File: config.mk
export PLATFORM = sky130hd
export DESIGN_NAME = mux_sel_arbiter_flat
export DESIGN_NICKNAME = d
export VERILOG_FILES = /design/src/rtl/mux_arb_pkg.sv /design/src/rtl/mux_sel_arbiter_if.sv /design/src/rtl/mux_sel_arbiter_hold_counter.sv /design/src/rtl/mux_sel_arbiter.sv /design/src/flat_wrapper.sv
export SDC_FILE = /design/constraint.sdc
export NUM_CORES = 1
export LEC_CHECK = 0
export ABC_AREA = 1
export BUFFER_PORTS_ARGS = -buffer_cell sky130_fd_sc_hd__buf_4
export CORE_UTILIZATION = 49
export CTS_CLUSTER_DIAMETER = 120
export DETAILED_ROUTE_END_ITERATION = 16
export PLACE_DENSITY = 0.69
export SYNTH_ARGS = -nofsm -noshare
export SYNTH_HDL_FRONTEND = slang
export SYNTH_SLANG_ARGS = --single-unit
File: constraint.sdc
create_clock -name clk -period 4.2 [get_ports clk]
set_input_delay 0.84 -clock clk [delete_from_list [all_inputs] [get_ports clk]]
set_output_delay 0.84 -clock clk [all_outputs]
set_load 0.02 [all_outputs]
File: src/rtl/mux_arb_pkg.sv
// Shared types and defaults for the mux select arbiter.
package mux_arb_pkg;

    typedef enum logic [1:0] {
        IDLE    = 2'b00,
        GRANT_A = 2'b01,
        GRANT_B = 2'b10
    } arb_state_e;

    localparam int MAX_HOLD_DEF = 8;
    localparam int CW_DEF       = 4;

endpackage

File: src/rtl/mux_sel_arbiter_if.sv
// Request/grant bundle between the two requesters and the mux select arbiter.
interface mux_sel_arbiter_if;
    logic req_a;
    logic req_b;
    logic done;
    logic s;
    logic gnt_a;
    logic gnt_b;
    logic busy;

    modport master (output req_a, req_b, done, input s, gnt_a, gnt_b, busy);
    modport slave  (input req_a, req_b, done, output s, gnt_a, gnt_b, busy);
endinterface

File: src/rtl/mux_sel_arbiter_hold_counter.sv
// Saturating hold counter; tc flags the last cycle a contested grant may be held.
module hold_counter #(
    parameter int MAX_HOLD = 8,
    parameter int CW       = 4
) (
    input  logic clk,
    input  logic rst_n,
    input  logic clr_i,
    input  logic en_i,
    output logic tc_o
);

    logic [CW-1:0] cnt_q, cnt_d;

    assign tc_o = (cnt_q == CW'(MAX_HOLD - 1));

    always_comb begin
        cnt_d = cnt_q;
        if (clr_i)
            cnt_d = '0;
        else if (en_i && !tc_o)
            cnt_d = cnt_q + 1'b1;
    end

    always_ff @(posedge clk or negedge rst_n) begin
        if (!rst_n) cnt_q <= '0;
        else        cnt_q <= cnt_d;
    end

endmodule

File: src/rtl/mux_sel_arbiter.sv
// Round-robin 2-way arbiter driving a glitch-free 2:1 mux select with a hold limit.
module mux_sel_arbiter
    import mux_arb_pkg::*;
#(
    parameter int MAX_HOLD = MAX_HOLD_DEF,
    parameter int CW       = CW_DEF
) (
    input  logic             clk,
    input  logic             rst_n,
    mux_sel_arbiter_if.slave bus
);

    arb_state_e state_q, state_d;
    logic last_q, last_d;
    logic s_q, s_d;
    logic gnt_a_q, gnt_a_d;
    logic gnt_b_q, gnt_b_d;
    logic busy_q, busy_d;
    logic hold_clr, hold_en, hold_tc;

    hold_counter #(.MAX_HOLD(MAX_HOLD), .CW(CW)) u_hold (
        .clk   (clk),
        .rst_n (rst_n),
        .clr_i (hold_clr),
        .en_i  (hold_en),
        .tc_o  (hold_tc)
    );

    always_comb begin
        state_d = state_q;
        last_d  = last_q;
        case (state_q)
            IDLE: begin
                // last=1 means B was served last, so A wins the tie
                if (bus.req_a && bus.req_b) state_d = last_q ? GRANT_A : GRANT_B;
                else if (bus.req_a)         state_d = GRANT_A;
                else if (bus.req_b)         state_d = GRANT_B;
            end
            GRANT_A: begin
                if (bus.done || !bus.req_a || (hold_tc && bus.req_b)) begin
                    last_d  = 1'b0;
                    state_d = bus.req_b ? GRANT_B : IDLE;
                end
            end
            GRANT_B: begin
                if (bus.done || !bus.req_b || (hold_tc && bus.req_a)) begin
                    last_d  = 1'b1;
                    state_d = bus.req_a ? GRANT_A : IDLE;
                end
            end
            default: state_d = IDLE;
        endcase

        // Outputs come from flops loaded with the next-state decode
        gnt_a_d = (state_d == GRANT_A);
        gnt_b_d = (state_d == GRANT_B);
        busy_d  = gnt_a_d | gnt_b_d;
        s_d     = gnt_b_d ? 1'b1 : (gnt_a_d ? 1'b0 : s_q);

        hold_clr = (state_d != IDLE) && (state_d != state_q);
        hold_en  = (state_q != IDLE);
    end

    always_ff @(posedge clk or negedge rst_n) begin
        if (!rst_n) begin
            state_q <= IDLE;
            last_q  <= 1'b1;
            s_q     <= 1'b0;
            gnt_a_q <= 1'b0;
            gnt_b_q <= 1'b0;
            busy_q  <= 1'b0;
        end else begin
            state_q <= state_d;
            last_q  <= last_d;
            s_q     <= s_d;
            gnt_a_q <= gnt_a_d;
            gnt_b_q <= gnt_b_d;
            busy_q  <= busy_d;
        end
    end

    assign bus.s     = s_q;
    assign bus.gnt_a = gnt_a_q;
    assign bus.gnt_b = gnt_b_q;
    assign bus.busy  = busy_q;

endmodule

File: src/flat_wrapper.sv
// flat-port wrapper written by rule: the top's interface ports become plain ports
module mux_sel_arbiter_flat import mux_arb_pkg::*;
#(
    parameter int MAX_HOLD = MAX_HOLD_DEF,
    parameter int CW       = CW_DEF
)
  (clk, rst_n, bus_req_a, bus_req_b, bus_done, bus_s, bus_gnt_a, bus_gnt_b, bus_busy);
  mux_sel_arbiter_if bus_i ();
  input  logic clk;
  input  logic rst_n;
  input wire logic [$bits(bus_i.req_a)-1:0] bus_req_a;
  input wire logic [$bits(bus_i.req_b)-1:0] bus_req_b;
  input wire logic [$bits(bus_i.done)-1:0] bus_done;
  output wire logic [$bits(bus_i.s)-1:0] bus_s;
  output wire logic [$bits(bus_i.gnt_a)-1:0] bus_gnt_a;
  output wire logic [$bits(bus_i.gnt_b)-1:0] bus_gnt_b;
  output wire logic [$bits(bus_i.busy)-1:0] bus_busy;
  assign bus_i.req_a = bus_req_a;
  assign bus_i.req_b = bus_req_b;
  assign bus_i.done = bus_done;
  assign bus_s = bus_i.s;
  assign bus_gnt_a = bus_i.gnt_a;
  assign bus_gnt_b = bus_i.gnt_b;
  assign bus_busy = bus_i.busy;
  mux_sel_arbiter #(.MAX_HOLD(MAX_HOLD), .CW(CW)) u_core (.clk(clk), .rst_n(rst_n), .bus(bus_i));
endmodule
==> metrics.md, run 1 <==
| Metric | Value |
|---|---|
| Critical Path Start Type | `primary input` |
| # IOs | `9` |
| Library cells used by synthesis | `22` |
| Syn. warnings | `0` |
| Vias after detailed routing | `554` |
| Worst Tran Pin Value | `0.206 ns` |
| Final setup fails | `0` |
| Worst clock skew | `0.00795 ns` |
| Syn Nets | `93` |
| WHS | `roughly 0.39 ns` |
| Tcrit/Tclk final | `0.473` |
| WP data required | `4.36 ns` |
| H-tree Lvls | `1` |
| Clock power frac | `0.128` |
| Fmax | `503 MHz` |
| Switching power | `247 uW` |
| Leakage | `around 0.44 nW` |
| Nets@finish | `approximately 110` |
| ANT cells | `0` |
| Tot GR Track Use | `0.202` |
| Routed WL | `1210 microns` |
| Final worst slack | `2.21 ns` |
| Status | `finished clean` |
| Initial antenna violation count | `0` |
| Slew Limit Headroom | `0.862` |
| Final Power | `between 500 and 600 uW` |
| Number of global-route vias before repair | `525` |
| CTS Buffer Depth | `2` |
| Reg-to-reg startpoint | `u_core.state_q[1]` |
| First-pass GRT wire length | `approximately 2100 microns` |
| Sequential area share after synthesis | `0.388` |
| Combinational share of power | `0.535` |
| Clk sink count | `11` |
| Root Buffer | `clkbuf_4` |
| Synthesis-to-finish area growth | `14.8%` |
| Initial drt markers | `6` |
| Largest net degree at the start of global routing | `12` |
| Crit path from | `bus_done` |
| Port Buf Inserts | `8` |
| Wire per inst | `roughly 11 microns` |
| Die width | `40.1 microns` |
| DIE HEIGHT | `40.1 microns` |
| Clock latency on the worst-skew pair | `around 0.27 ns` |
| Core region area | `between 1000 and 1500 sq um` |
| Kind of end point of the critical path | `flop` |
| Overflow after GRT | `0` |
| Row count | `13` |
| RSZ-0062 raised after global routing | `false` |
| Via density | `roughly 5.2` |
| Worst r2r dst | `u_core.bus.s` |
| Cells on worst reg2reg path | `9` |
| Num CTS Buffers | `3` |
| Max_cap viols | `0` |
| CTS tree | `done` |
| Starting density of the core | `0.534` |
| Post-CTS sizing | `0` |
| Layout cells sized above 1 | `0.272` |
| Setup Fix Bufs, Post-CTS | `0` |
| Seq pwr share | `0.337` |
| # DRC | `0` |
| WS Path Type | `in -> reg` |
| Synthesized instance count | `80` |
| DRT antenna net count | `0` |
| Place WS | `a little under 2 ns` |
| CTS Hold Bufs | `0` |
| Die Area | `between 1500 and 2000 sq um` |
| Mapped Area | `712 sq um` |
| Period minus WS final | `1.99 ns` |
| Worst-path clk slew | `0.07 ns` |
| HPWL after DPL | `979 microns` |
| Placer Congestion | `~0.77` |
| CP endpoint | `u_core.bus.s` |
| Synthesized area per cell | `8.90 sq um` |
| Crit Path Max Fanout | `4` |
| FF+latch count, synth | `11` |
| Final Max Slew Viols | `0` |
| Final hold vios | `0` |
| Peak supply drop | `between 300 and 400 uV` |
| Internal Power | `a little over 300 uW` |
| HP Class | `in -> async` |
| Worst EP arrival | `between 2 and 2.5 ns` |
| Sw frac | `0.447` |
| DR pass1 iterations | `4` |
| TNS Setup | `0 ns` |
| R2R Setup Slk | `2.26 ns` |
| PwrDens | `675 nW/um^2` |
## power by group through the flow
stage	logic, mW	registers [mW]	clock network [mW]
floorplan	0.207	0.200	0
global placement	0.295	0.187	0
detailed placement	0.297	0.188	0
CTS	0.299	0.186	0.0730
global route	0.342	0.192	0.0800
finish	0.295	0.186	0.0705
## per-stage QoR
step                      std cells  cell area (sq um)   util
after floorplan                  80                712      -
after global placement          103                791  0.593
after detailed placement        103                791  0.593
after CTS                       107                817  0.613
after global routing            107                817  0.613
final                           107                817  0.613
## cells in the mapped netlist
| library cell | instances | area [sq um] |
|---|---|---|
| a21oi_1 | 5 | 25.0 |
| a21oi_2 | 1 | 8.76 |
| dfrtp_1 | 10 | 250 |
| dfstp_2 | 1 | 26.3 |
| ha_1 | 8 | 100 |
| inv_1 | 12 | 45.0 |
| inv_2 | 1 | 3.75 |
| mux2_2 | 1 | 11.3 |
| mux2i_1 | 1 | 10.0 |
| nand2_1 | 13 | 48.8 |
| nand2_2 | 5 | 31.3 |
| nand2_4 | 1 | 11.3 |
| nand3_1 | 7 | 35.0 |
| nand3_2 | 1 | 10.0 |
| nand4_1 | 3 | 18.8 |
| nand4_2 | 1 | 12.5 |
| nor2_1 | 2 | 7.51 |
| nor2_2 | 1 | 6.26 |
| nor2_4 | 1 | 11.3 |
| o211ai_1 | 1 | 7.51 |
| o21ai_0 | 1 | 5.00 |
| xor2_1 | 3 | 26.3 |
## worst max-delay path, cell delays in order
cell     delay, ns
buf_4         0.13
nor2_2        0.15
nor2_1        0.05
nor2_1        0.08
nand2_1       0.06
nand3_1       0.10
nand2_2       0.10
ha_1          0.31
mux2_2        0.33
## worst min-delay path by stage
stage,startpoint,end
floorplan,u_core.last_q,u_core.last_q
global placement,u_core.last_q,u_core.last_q
detailed placement,u_core.last_q,u_core.last_q
CTS,rst_n,u_core.bus.s
global route,rst_n,u_core.bus.s
finish,rst_n,u_core.bus.s
## flip-flops by register name, indices dropped and copies added, names as in the netlist
register	flops
u_core.u_hold.cnt_q	4
u_core.state_q	2
u_core.bus.busy	1
u_core.bus.gnt_a	1
u_core.bus.gnt_b	1
u_core.bus.s	1
u_core.last_q	1
## kinds of logic after synthesis
logic type,count (synthesis),share of synthesized area
xor+xnor,3,0.0369
compound gates,8,0.0650
simple gates,35,0.271
buf+inv,13,0.0685
flops,11,0.388
mux,2,0.0299
fa+ha+maj,8,0.141
## area by class of cell
class	count	area [sq um]
fillers	114	517
clock buffers	4	26.3
repair buffers	8	60.1
well taps	15	18.8
multi-input cells	56	387
flip-flops and latches	11	277
inverters	13	48.8
## metal layers
metal	up-vias	GRT usage	part of all wire
met2	9	0.323	0.47
met5	-	0	0
met1	258	0.251	0.48
li1	282	-	-
met4	0	0.103	0.021
met3	5	0.0500	0.031
## placed cells by master (no fill, tap or decap), types with 2 or more instances in the layout
cell type,n
buf_4,8
a21oi_1,5
ha_1,8
inv_1,12
xor2_1,3
dfrtp_1,10
nand2_2,5
clkbuf_4,3
nor2_1,2
nand4_1,3
nand3_1,7
nand2_1,13
Power figures use the tool's default switching activity.
==> inputs of run 2 (changes only) <==
Clock period 4.2 ns to 2.02 ns, I/O delays scaled along.
==> metrics.md, run 2 (synthesis results as in run 1) <==
| Metric | Value |
|---|---|
| Nets@finish | `108 (+1.9%)` |
| Crit path from | `u_core.state_q[1]` |
| Num CTS Buffers | `3 (unchanged)` |
| Top Registers | `u_core.u_hold.cnt_q x4, u_core.state_q x2` |
| Reg-to-reg startpoint | `u_core.state_q[1]` |
| CTS tree | `done` |
| Crit Path Max Fanout | `4 (unchanged)` |
| Area after DPL | `798 sq um (+0.95%)` |
| Setup Fix Bufs, Post-CTS | `0 (unchanged)` |
| Status | `finished clean` |
| Kind of end point of the critical path | `flop` |
| Initial drt markers | `8 (+2)` |
| Row count | `13 (unchanged)` |
| Max FFs per register | `4 (unchanged)` |
| TNS Setup | `0 ns (unchanged)` |
| Final Max Slew Viols | `0 (unchanged)` |
| Root Buffer | `clkbuf_4` |
| # fillers | `132 (+16%)` |
| Port Buf Inserts | `8 (unchanged)` |
| Hold Startpoint | `u_core.last_q` |
| Critical path's top delay family | `adder cells` |
| Worst Tran Pin Value | `0.198 ns (-0.00829 ns)` |
| PwrDens | `1400 nW/um^2 (+110%)` |
| Post-Layout Cell Count | `109 (+1.9%)` |
| Fmax | `about 530 MHz` |
| Overflow after GRT | `0 (unchanged)` |
| Clock latency on the worst-skew pair | `0.26 ns (about the same)` |
| Worst clock skew | `0.000566 ns (-0.00738 ns)` |
| Sw frac | `0.445 (-0.00250)` |
| Seq pwr share | `0.327 (-0.010)` |
| Leakage | `0.446 nW (+1.7%)` |
| Period minus WS final | `around 1.9 ns` |
| Slew Limit Headroom | `0.868 (+0.00538)` |
| CTS Buffer Depth | `2 (unchanged)` |
| First-pass GRT wire length | `1960 microns (-5.0%)` |
| Number of global-route vias before repair | `507 (-3.4%)` |
| Switching power | `520 uW (+110%)` |
| Largest Register | `u_core.u_hold.cnt_q` |
| Max_cap viols | `0 (unchanged)` |
| Clk sink count | `11 (unchanged)` |
| Die width | `40.1 microns (unchanged)` |
| Starting density of the core | `0.534 (unchanged)` |
| Synthesis-to-finish area growth | `17.4%` |
| CP max stage delay | `0.42 ns (+0.09 ns)` |
| Wire per inst | `11.4 microns (+1.3%)` |
| Worst-path clk slew | `0.07 ns (about the same)` |
| WP buf/inv | `2 (+1)` |
| WP data required | `2.18 ns (-2.18 ns)` |
| Most frequent cells in the layout | `nand2_1 (13), inv_1 (11), buf_4 (9), dfrtp_1 (9), ha_1 (8)` |
| Placer Congestion | `0.799 (+3.1%)` |
| HP Class | `reg -> reg` |
| Via density | `5.06 (-2.2%)` |
| Final Power | `1.17 mW (+110%)` |
| HPWL after DPL | `968 microns (-1.1%)` |
| # DRC | `0 (unchanged)` |
| Core region area | `1330 sq um (unchanged)` |
| ANT cells | `0 (unchanged)` |
| DRT antenna net count | `0 (unchanged)` |
| R2R Setup Slk | `0.13 ns (-2.13 ns)` |
| WHS | `0.494 ns (+0.108 ns)` |
| Internal Power | `649 uW (+110%)` |
| Die Area | `1610 sq um (unchanged)` |
| Placed cells | `104 (+0.97%)` |
| Design area | `836 sq um (+2.3%)` |
| # IOs | `9 (unchanged)` |
| CP cell instances | `inv_1, ha_1, inv_1, a21oi_1, a21oi_2, nand2_2, nand2_4, ha_1, mux2_2` |
| RSZ-0062 raised after global routing | `false` |
| Worst EP arrival | `2.05 ns (-0.09 ns)` |
| Critical Path Start Type | `flop` |
| WS Path Type | `reg -> reg` |
| Vias after detailed routing | `552 (-0.36%)` |
| DR pass1 iterations | `4 (unchanged)` |
| H-tree Lvls | `1 (unchanged)` |
| Tot GR Track Use | `0.190 (-0.0122)` |
| Multi-input gate area | `387 sq um (unchanged)` |
| Combinational share of power | `0.548 (+0.013)` |
| Routed WL | `1250 microns (+3.2%)` |
| Storage cell area | `278 sq um (+0.45%)` |
| Tcrit/Tclk final | `0.936` |
| Clock power frac | `0.125 (-0.003)` |
| Peak supply drop | `805 uV (+120%)` |
| Largest net degree at the start of global routing | `12 (unchanged)` |
| Layout cells sized above 1 | `0.298 (+0.0261)` |
| Initial antenna violation count | `0 (unchanged)` |
| Critical-path top delay cell | `dfrtp_1` |
| Commonest non-fill, non-tap cell in the layout | `nand2_1` |
| DIE HEIGHT | `40.1 microns (unchanged)` |
| Final hold vios | `0 (unchanged)` |
| Final setup fails | `0 (unchanged)` |
run 2: cell count changes in the layout (fill, tap and decap cells not counted), sizes merged:
cell         previous run  this run
buf                     8         9
dlygate4sd3             0         1
run 2: routing by layer:
metal | wire, microns | vias up | track usage
met2 | 616 | 8 | 0.319
met5 | 0 | - | 0
met3 | 42 | 2 | 0.0556
met1 | 571 | 256 | 0.225
li1 | - | 286 | -
met4 | 15 | 0 | 0.0776
run 2: power groups by stage:
| stage | Clock [mW] | Sequential [mW] | Combinational (mW) |
|---|---|---|---|
| 6_report | 0.147 | 0.382 | 0.640 |
| 5_1_grt | 0.165 | 0.396 | 0.734 |
| 4_1_cts | 0.155 | 0.379 | 0.651 |
| 3_5_place_dp | 0 | 0.384 | 0.642 |
| 3_3_place_gp | 0 | 0.382 | 0.633 |
| 2_1_floorplan | 0 | 0.415 | 0.431 |
run 2: worst register-to-register path, cell delays in order, from the launching register on:
cell and delay (ns):
dfrtp_1 0.42, inv_1 0.13, ha_1 0.19, inv_1 0.06, a21oi_1 0.15, a21oi_2 0.06, nand2_2 0.09, nand2_4 0.06
ha_1 0.30, mux2_2 0.32
run 2: through the flow:
stage / utilization / setup WS, ns
global placement: 0.598 / 0.117
detailed placement: 0.598 / 0.0960
global route: 0.627 / 0.00491
finish: 0.627 / 0.130
floorplan: - / 0.231
CTS: 0.626 / 0.0810
run 2: area by class of cell:
class / count / area share
Inverter: 13 / 0.0584
Clock buffer: 4 / 0.0314
Timing Repair Buffer: 10 / 0.0928
Tap cell: 15 / 0.0225
Sequential cell: 11 / 0.332
Multi-Input combinational cell: 56 / 0.463
run 2: worst paths after layout:
path | end | depth (start not counted)
hold / removal | u_core.last_q | 2
setup reg to reg | u_core.bus.s | 9
hold reg to reg | u_core.last_q | 2
min in group asynchronous | u_core.u_hold.cnt_q[3] | 2
max in group asynchronous | u_core.last_q | 2
setup / recovery | u_core.bus.s | 9
run 2: repair_timing:
action | CTS | global route
hold endpoints to repair | 10 | 0
resized for setup | 0 | 2
hold buffers | 1 | 0
endpoints found under the setup margin | 0 | 1
